<file path="src/rtl/brush_pkg.sv">
// Shared types and constants for the canvas write-side engine.
package brush_pkg;
   localparam int unsigned CANVAS_SIZE  = 90;
   localparam logic [2:0]  BORDER_COLOR = 3'b101;

   typedef enum logic [1:0] {IDLE, STAMP, CLEAR} brush_state_t;
   typedef logic [2:0] color_t;
endpackage

</file>
<file path="src/rtl/brush_writer_raster_counter.sv">
// 2-D raster counter: x steps fastest from a loadable start to a loadable end, then y.
// x_next/y_next expose the position the counter will hold after this edge.
module raster_counter #(
   parameter int unsigned W = 9
) (
   input  logic         clk,
   input  logic         rst_n,
   input  logic         load,
   input  logic         step,
   input  logic [W-1:0] x_start,
   input  logic [W-1:0] y_start,
   input  logic [W-1:0] x_end,
   input  logic [W-1:0] y_end,
   output logic [W-1:0] x_next,
   output logic [W-1:0] y_next,
   output logic         last
);
   logic [W-1:0] x_q, y_q, xs_q, xe_q, ye_q;
   logic [W-1:0] x_d, y_d, xs_d, xe_d, ye_d;

   always_comb begin
      xs_d = xs_q;
      xe_d = xe_q;
      ye_d = ye_q;
      x_d  = x_q;
      y_d  = y_q;
      if (load) begin
         xs_d = x_start;
         xe_d = x_end;
         ye_d = y_end;
         x_d  = x_start;
         y_d  = y_start;
      end else if (step) begin
         if (x_q == xe_q) begin
            x_d = xs_q;
            y_d = y_q + 1'b1;
         end else begin
            x_d = x_q + 1'b1;
         end
      end
   end

   always_ff @(posedge clk or negedge rst_n) begin
      if (!rst_n) begin
         x_q  <= '0;
         y_q  <= '0;
         xs_q <= '0;
         xe_q <= '0;
         ye_q <= '0;
      end else begin
         x_q  <= x_d;
         y_q  <= y_d;
         xs_q <= xs_d;
         xe_q <= xe_d;
         ye_q <= ye_d;
      end
   end

   assign x_next = x_d;
   assign y_next = y_d;
   assign last   = (x_q == xe_q) && (y_q == ye_q);
endmodule

</file>
<file path="src/rtl/brush_writer.sv">
// Canvas write engine: turns stamp/clear commands into one-pixel-per-cycle RAM writes.
// Output registers are loaded from the counter's next position, so the first pixel shows the cycle after accept.
module brush_writer
   import brush_pkg::*;
#(
   parameter int unsigned CANVAS      = CANVAS_SIZE,
   parameter logic [2:0]  CLEAR_COLOR = 3'b000
) (
   input  logic       clk,
   input  logic       reset,
   input  logic       cmdValid,
   output logic       cmdReady,
   input  logic       cmdClear,
   input  logic [7:0] cx,
   input  logic [7:0] cy,
   input  logic [1:0] radius,
   input  logic [2:0] color,
   output logic       brush,
   output logic [7:0] wx,
   output logic [7:0] wy,
   output logic [2:0] newColor,
   output logic       busy
);
   brush_state_t state_q, state_d;
   color_t       col_q, col_d, newColor_q, newColor_d;
   logic         brush_q, brush_d, busy_q, busy_d;
   logic [7:0]   wx_q, wx_d, wy_q, wy_d;

   logic       accept, scanning, last, scan_d, in_bounds;
   logic [8:0] xs, ys, xe, ye, nx, ny;

   assign accept   = cmdValid && (state_q == IDLE);
   assign scanning = (state_q != IDLE);

   // Window bounds in 9-bit signed so clipped edges fall below zero.
   always_comb begin
      if (cmdClear) begin
         xs = '0;
         ys = '0;
         xe = 9'(CANVAS - 1);
         ye = 9'(CANVAS - 1);
      end else begin
         xs = {1'b0, cx} - {7'b0, radius};
         ys = {1'b0, cy} - {7'b0, radius};
         xe = {1'b0, cx} + {7'b0, radius};
         ye = {1'b0, cy} + {7'b0, radius};
      end
   end

   raster_counter #(.W(9)) u_counter (
      .clk     (clk),
      .rst_n   (reset),
      .load    (accept),
      .step    (scanning && !last),
      .x_start (xs),
      .y_start (ys),
      .x_end   (xe),
      .y_end   (ye),
      .x_next  (nx),
      .y_next  (ny),
      .last    (last)
   );

   always_ff @(posedge clk or negedge reset) begin
      if (!reset) begin
         state_q    <= IDLE;
         col_q      <= '0;
         brush_q    <= 1'b0;
         busy_q     <= 1'b0;
         wx_q       <= '0;
         wy_q       <= '0;
         newColor_q <= '0;
      end else begin
         state_q    <= state_d;
         col_q      <= col_d;
         brush_q    <= brush_d;
         busy_q     <= busy_d;
         wx_q       <= wx_d;
         wy_q       <= wy_d;
         newColor_q <= newColor_d;
      end
   end

   always_comb begin
      state_d = state_q;
      case (state_q)
         IDLE:         if (accept) state_d = cmdClear ? CLEAR : STAMP;
         STAMP, CLEAR: if (last) state_d = IDLE;
         default:      state_d = IDLE;
      endcase
   end

   always_comb begin
      cmdReady   = (state_q == IDLE);
      scan_d     = accept || (scanning && !last);
      in_bounds  = !nx[8] && (nx[7:0] < 8'(CANVAS)) && !ny[8] && (ny[7:0] < 8'(CANVAS));
      col_d      = accept ? (cmdClear ? CLEAR_COLOR : color) : col_q;
      busy_d     = scan_d;
      brush_d    = scan_d && in_bounds;
      wx_d       = brush_d ? nx[7:0] : wx_q;
      wy_d       = brush_d ? ny[7:0] : wy_q;
      newColor_d = brush_d ? col_d : newColor_q;
   end

   assign brush    = brush_q;
   assign wx       = wx_q;
   assign wy       = wy_q;
   assign newColor = newColor_q;
   assign busy     = busy_q;
endmodule

</file>
<file path="config.mk">
export PLATFORM = sky130hd
export DESIGN_NAME = brush_writer
export DESIGN_NICKNAME = d
export VERILOG_FILES = /design/src/rtl/brush_pkg.sv /design/src/rtl/brush_writer_raster_counter.sv /design/src/rtl/brush_writer.sv
export SDC_FILE = /design/constraint.sdc
export NUM_CORES = 1
export LEC_CHECK = 0
export BUFFER_PORTS_ARGS = -buffer_cell sky130_fd_sc_hd__buf_4
export CAP_MARGIN = 20
export CORE_AREA = 2 2 130 81
export DETAILED_ROUTE_END_ITERATION = 8
export DIE_AREA = 0 0 132 83
export PLACE_DENSITY = 0.6
export SYNTH_ARGS = -nofsm -noshare
export SYNTH_HDL_FRONTEND = slang
export SYNTH_SLANG_ARGS = --single-unit
</file>
<file path="constraint.sdc">
create_clock -name clk -period 7.8 [get_ports clk]
set_input_delay 0.39 -clock clk [delete_from_list [all_inputs] [get_ports clk]]
set_output_delay 0.39 -clock clk [all_outputs]
set_load 0.005 [all_outputs]
</file>
Word-level counts from Yosys, hierarchy flattened. Index checks and enable logic that the tools add are counted.

Logic and storage cells: 57. Output and inout port bits: 22. Register bits: 71.

Order comparisons: 2. Multiplexer cells: 16. Equality and inequality tests: 6. Reductions and logical operators: 15. $add $sub $neg: 6.

Operators with widths (number): $mux W9 (10); $add A8 B2 Y9 (2); $add A9 B1 Y9 const B (2); $eq A9 B9 Y1 (2); $sub A8 B2 Y9 (2); $lt A8 B7 Y1 const B (2); $logic_and A1 B1 Y1 (7); $mux W2 (3); $mux W3 (2); $pmux W2 S2 (1); $logic_not A1 Y1 (3); $eq A2 B1 Y1 const B (1); $eq A2 B2 Y1 const B (1); $logic_not A2 Y1 (1); $ne A2 B1 Y1 const B (1); $ne A2 B2 Y1 const B (1); $reduce_and A2 Y1 (1); $reduce_bool A2 Y1 (1); $reduce_or A2 Y1 (1); $logic_or A1 B1 Y1 (1).

Longest topological paths before layout.
Word-level depth: 11. Mapped depth: 14.

By module. A second synthesis with hierarchy kept.

Cell total of the unflattened synthesis: 428. Area, all modules: 4292.9 µm².

By module, submodules not included: raster_counter (area each 2348.5 µm², sequential area each 1126.1 µm², instances 1, cells each 217); brush_writer (area each 1944.4 µm², sequential area each 650.6 µm², instances 1, cells each 211).

Worst setup path before layout. OpenSTA, ideal clock, no wires.

Kind: register -> register. Start: register state_q[0]. End: register wx_q[0], in the netlist wx[0]. Arrival: 2.865 ns. Cell stages (with the launch flop): 13. Buffers on the path: 2. Path slack: 4.810 ns. Cells stage by stage: dfrtp_1 -> inv_1 -> ha_1 -> clkbuf_1 -> inv_1 -> nand4_2 -> o311a_1 -> nor3_4 -> o31ai_2 -> a2111oi_4 -> nand2_4 -> buf_6 -> mux2_4.

Elaborated cells on any way between the ends: 17. Those cells by class: order compare: 2; mux: 4; reduce/logical: 11.

RTL lines: start: declaration (line brush_writer.sv:24) `brush_state_t state_q, state_d;`; start signal: assignment (line brush_writer.sv:74) `state_q <= state_d;`; $logic_not A2 Y1 (*); named net cmdReady (line brush_writer.sv:12) `output logic cmdReady,`; $logic_and A1 B1 Y1 (*) (line brush_writer.sv:32) `assign accept = cmdValid && (state_q == IDLE);`; $mux W9 (line brush_writer_raster_counter.sv:27) `if (load) begin`; $lt A8 B7 Y1 / $logic_not A1 Y1 (equally long branches) (line brush_writer.sv:96) `in_bounds = !nx[8] && (nx[7:0] < 8'(CANVAS)) && !ny[8] && (ny[7:0] < 8'(CANVAS));`; $logic_and A1 B1 Y1 (3 in a row) (line brush_writer.sv:96); $logic_and A1 B1 Y1 (line brush_writer.sv:99) `brush_d = scan_d && in_bounds;`; end signal: assignment (line brush_writer.sv:78) `wx_q <= wx_d;`; end: declaration (line brush_writer.sv:27) `logic [7:0] wx_q, wx_d, wy_q, wy_d;`.

Mark *: on every way through the listed nets, which the timed path passes. The rest lies on a longest branch. A chain may end at the register's enable or synchronous reset.

Final worst setup path.
Start: register state_q[0]. End: register newColor_q[0], in the netlist newColor[0].

Cells in the longest elaborated chain, start to end: 9. Elaborated cells on any way between the ends: 18. Those cells by class: order compare: 2; mux: 5; reduce/logical: 11.

Ends and longest elaborated chain: $reduce_bool A2 Y1 (line brush_writer.sv:33) `assign scanning = (state_q != IDLE);`; $logic_and A1 B1 Y1 (line brush_writer.sv:54, brush_writer.sv:95); $mux W9 (line brush_writer_raster_counter.sv:33) `end else if (step) begin`; $mux W9 (line brush_writer_raster_counter.sv:27); $lt A8 B7 Y1 / $logic_not A1 Y1 (equally long branches) (line brush_writer.sv:96); $logic_and A1 B1 Y1 (3 in a row) (line brush_writer.sv:96); $logic_and A1 B1 Y1 (line brush_writer.sv:99); end signal: assignment (line brush_writer.sv:80) `newColor_q <= newColor_d;`; end: declaration (line brush_writer.sv:25) `color_t col_q, col_d, newColor_q, newColor_d;`.

Parallel ways exist; a longest one is shown, timed or not.

==> out/qor.csv <==
metric,value,unit
status,completed,
syn_to_final_growth,16.3,%
path_class,register to register,
cap_violations,0,
via_count,3587,
synth-edff-count,0,
cts_resized,0,
diodes,0,
p_sw,710,uW
fmax,225,MHz
synth_top_area_cell,dfrtp_1,
numCtsBuffers,9,
yosysWarnings,0,
netlist_top_cells_area,"dfrtp_1 41%, xnor2_1 5.1%, xor2_1 3.9%",
dpl.hpwl,8650,um
cts.path.max_buffers,2,
track_usage,0.224,
worstHoldPathType,input port to asynchronous set/reset pin,
synth_cells,432,
grt_max_degree,72,
finalMaxSlewViolations,0,
initial_utilization,0.442,
netlist_area,0.00429,mm^2
ioPinCount,47,
synth_xor_area_frac,0.0974,
clkTransAtPathRegs,0.05,ns
die_w,132,um
die-height,83,um
slew_headroom,0.406,
drive_gt1_frac,0.197,
ir_worst_vdd,128,uV
top_layer,met4,
seq_power_share,0.359,
fin_crit,4.45,ns
critical-path-top-delay-family,simple AND/OR/NAND/NOR gates,
ys_ff_latch,71,
post_cts_buffers,0,
dieArea,0.0110,mm^2
fin_setup_tns,0,ns
regToRegSetupSlack,3.35,ns
gp_congestion,0.970,
p_int,1.12,mW
p_leak,2.25,nW
crit_required,8.02,ns
setup_viol,0,
coreArea,0.00970,mm^2
port_buffers,46,
root_buffer,clkbuf_16,
comb_power_share,0.425,
cts_hold_buf,0,
p_per_area,368,mW/mm^2
synth_top_family_by_area,simple AND/OR/NAND/NOR gates,
gr-total-overflow,0,
post-route-period-util,0.571,
cts_max_level,3,
cp_num_buf_inv,1,
fill_cells,919,
rsz0062_at_grt,no,
clock_sinks,71,
synthArstFlopShare,1.00,
cpMaxStageDelayCell,and2_0,
yosysSeqAreaShare,0.414,
synth_cell_types,69,
tritoncts,done,
first_global_vias,3396,
synth_fa_ha_area_frac,0.0508,
fin_skew,0.00613,ns
synth_top_area_frac,0.414,
wl_met3,1270,um
vias_per_cell,5.90,
antenna_found_initial,0,
drt_iter0_markers,293,
p_sw_frac,0.387,
start_kind,register,
insertion_delay,0.33,ns
drc_errors,0,
synth-compound-area-share,0.157,
synth_nets,472,
grt_pass1_wl,19000,um
postRouteAntennaNets,0,
m1WireLength,5900,um
synth-main-ff-cell,dfrtp_1,
hold_viol,0,
rows,28,
wirelength,11600,um
cp-end-kind,register,
drt_pass1_iterations,6,
path_cells,inv_1 -> ha_1 -> and2_0 -> nand2b_1 -> nor2_1 -> a221oi_1 -> o311ai_0 -> and4b_1 -> o21ai_1 -> nand2_4 -> mux2_2,
cp.arrival,4.67,ns
p_clk_frac,0.216,
crit_fanout,21,
avgSynthCellArea,9.93,um^2
worst_pin_slew,0.891,ns
totalPowerFinal,1.83,mW
nNetsFinal,510,
synth_simple_gate_area_frac,0.193,
crit_path_max_incr_delay,0.74,ns
muxShareOfSynthArea,0.0446,
wire_per_inst,19.1,um
routed-wl-met2,4290,um
-- worst paths after layout --
check                           cells past startpoint                 to              start
worst max-delay path                               11        newColor[0]         state_q[0]
worst min-delay path                                1              wy[7]              reset
worst max register to register                     11        newColor[0]         state_q[0]
worst min register to register                      1  u_counter.xs_q[5]  u_counter.xs_q[5]
max in group asynchronous                           1  u_counter.xe_q[7]              reset
min in group clk                                    2           col_q[1]           color[1]
-- metal layers --
metal  vias to the layer above  track usage
met1                      1758        0.363
li1                       1621            -
met3                        16       0.0665
met4                         0       0.0662
met5                         -            0
met2                       192        0.277
-- cell type report --
| type | instances | area [um^2] | area share |
|---|---|---|---|
| Clock buffer | 13 | 250 | 0.0502 |
| Multi-Input combinational cell | 320 | 2330 | 0.467 |
| Tap cell | 135 | 169 | 0.0339 |
| Clock inverter | 1 | 30.0 | 0.00602 |
| Sequential cell | 71 | 1780 | 0.356 |
| Timing Repair Buffer | 48 | 360 | 0.0722 |
| Inverter | 20 | 75.1 | 0.0150 |
-- metrics by stage --
stage / util / setup slack [ns] / hold slack, ns / area [um^2] / std cells
floorplan: - / 4.81 / 0.0944 / 4290 / 432
CTS: 0.514 / 3.39 / 0.215 / 4990 / 608
global route: 0.514 / 2.95 / 0.257 / 4990 / 608
global placement: 0.485 / 3.57 / 0.465 / 4710 / 594
finish: 0.514 / 3.35 / 0.171 / 4990 / 608
detailed placement: 0.485 / 3.41 / 0.463 / 4710 / 594
-- flip-flops by register name, summed over array words and instances (netlist names) --
signal and flops:
brush 1, busy 1, col_q 3, newColor 3, state_q 2, u_counter.x_q 9, u_counter.xe_q 9, u_counter.xs_q 9
u_counter.y_q 9, u_counter.ye_q 9, wx 8, wy 8
-- cells by family (layout without fill, tap and decap cells) --
family | Yosys count | in the layout
compound gates | 94 | 94
fa+ha+maj | 15 | 15
buf+inv | 41 | 82
flops | 71 | 71
mux | 15 | 15
xor+xnor | 46 | 46
simple gates | 150 | 150
-- synth_stat cells, types with 5 or more instances --
cell      number
mux2_2         9
inv_1         20
dfrtp_1       71
mux2_4         6
o221ai_1       5
clkbuf_1      15
xor2_1        19
a31oi_1        5
o21ai_0       21
nor4_1         5
nor3_1         8
ha_1          11
xnor2_1       25
nor2_1        31
a22o_1         7
a21oi_1       16
nand4_1        7
nand2_1       41
nand3_1       13
and3_1         6
-- placed cells by master, fill, tap and decap left out, types with 4 or more instances in the layout --
| master | netlist | final |
|---|---|---|
| nor2b_1 | 4 | 4 |
| o221ai_1 | 5 | 5 |
| mux2_4 | 6 | 6 |
| ha_1 | 11 | 11 |
| nand2b_1 | 4 | 4 |
| a211o_1 | 4 | 4 |
| fa_1 | 4 | 4 |
| a221oi_1 | 4 | 4 |
| nand2_1 | 41 | 41 |
| xnor2_1 | 25 | 25 |
| mux2_2 | 9 | 9 |
| nor3_1 | 8 | 8 |
| a22o_1 | 7 | 7 |
| a31oi_1 | 5 | 5 |
| dfrtp_1 | 71 | 71 |
| o21ai_0 | 21 | 21 |
| buf_4 | 0 | 48 |
| inv_1 | 20 | 20 |
| nand3_1 | 13 | 13 |
| clkbuf_16 | 0 | 9 |
| a21o_1 | 4 | 4 |
| a21oi_1 | 16 | 16 |
| nand4_1 | 7 | 7 |
| and3_1 | 6 | 6 |
| nor4_1 | 5 | 5 |
| nor2_1 | 31 | 31 |
| xor2_1 | 19 | 19 |
-- power groups by stage --
stage	clock (mW)	sequential [mW]	combinational, mW
floorplan	0	0.601	0.590
global placement	0	0.661	0.770
detailed placement	0	0.658	0.776
CTS	0.405	0.656	0.777
global route	0.425	0.677	0.864
finish	0.396	0.659	0.779
Power figures use the tool's default switching activity.
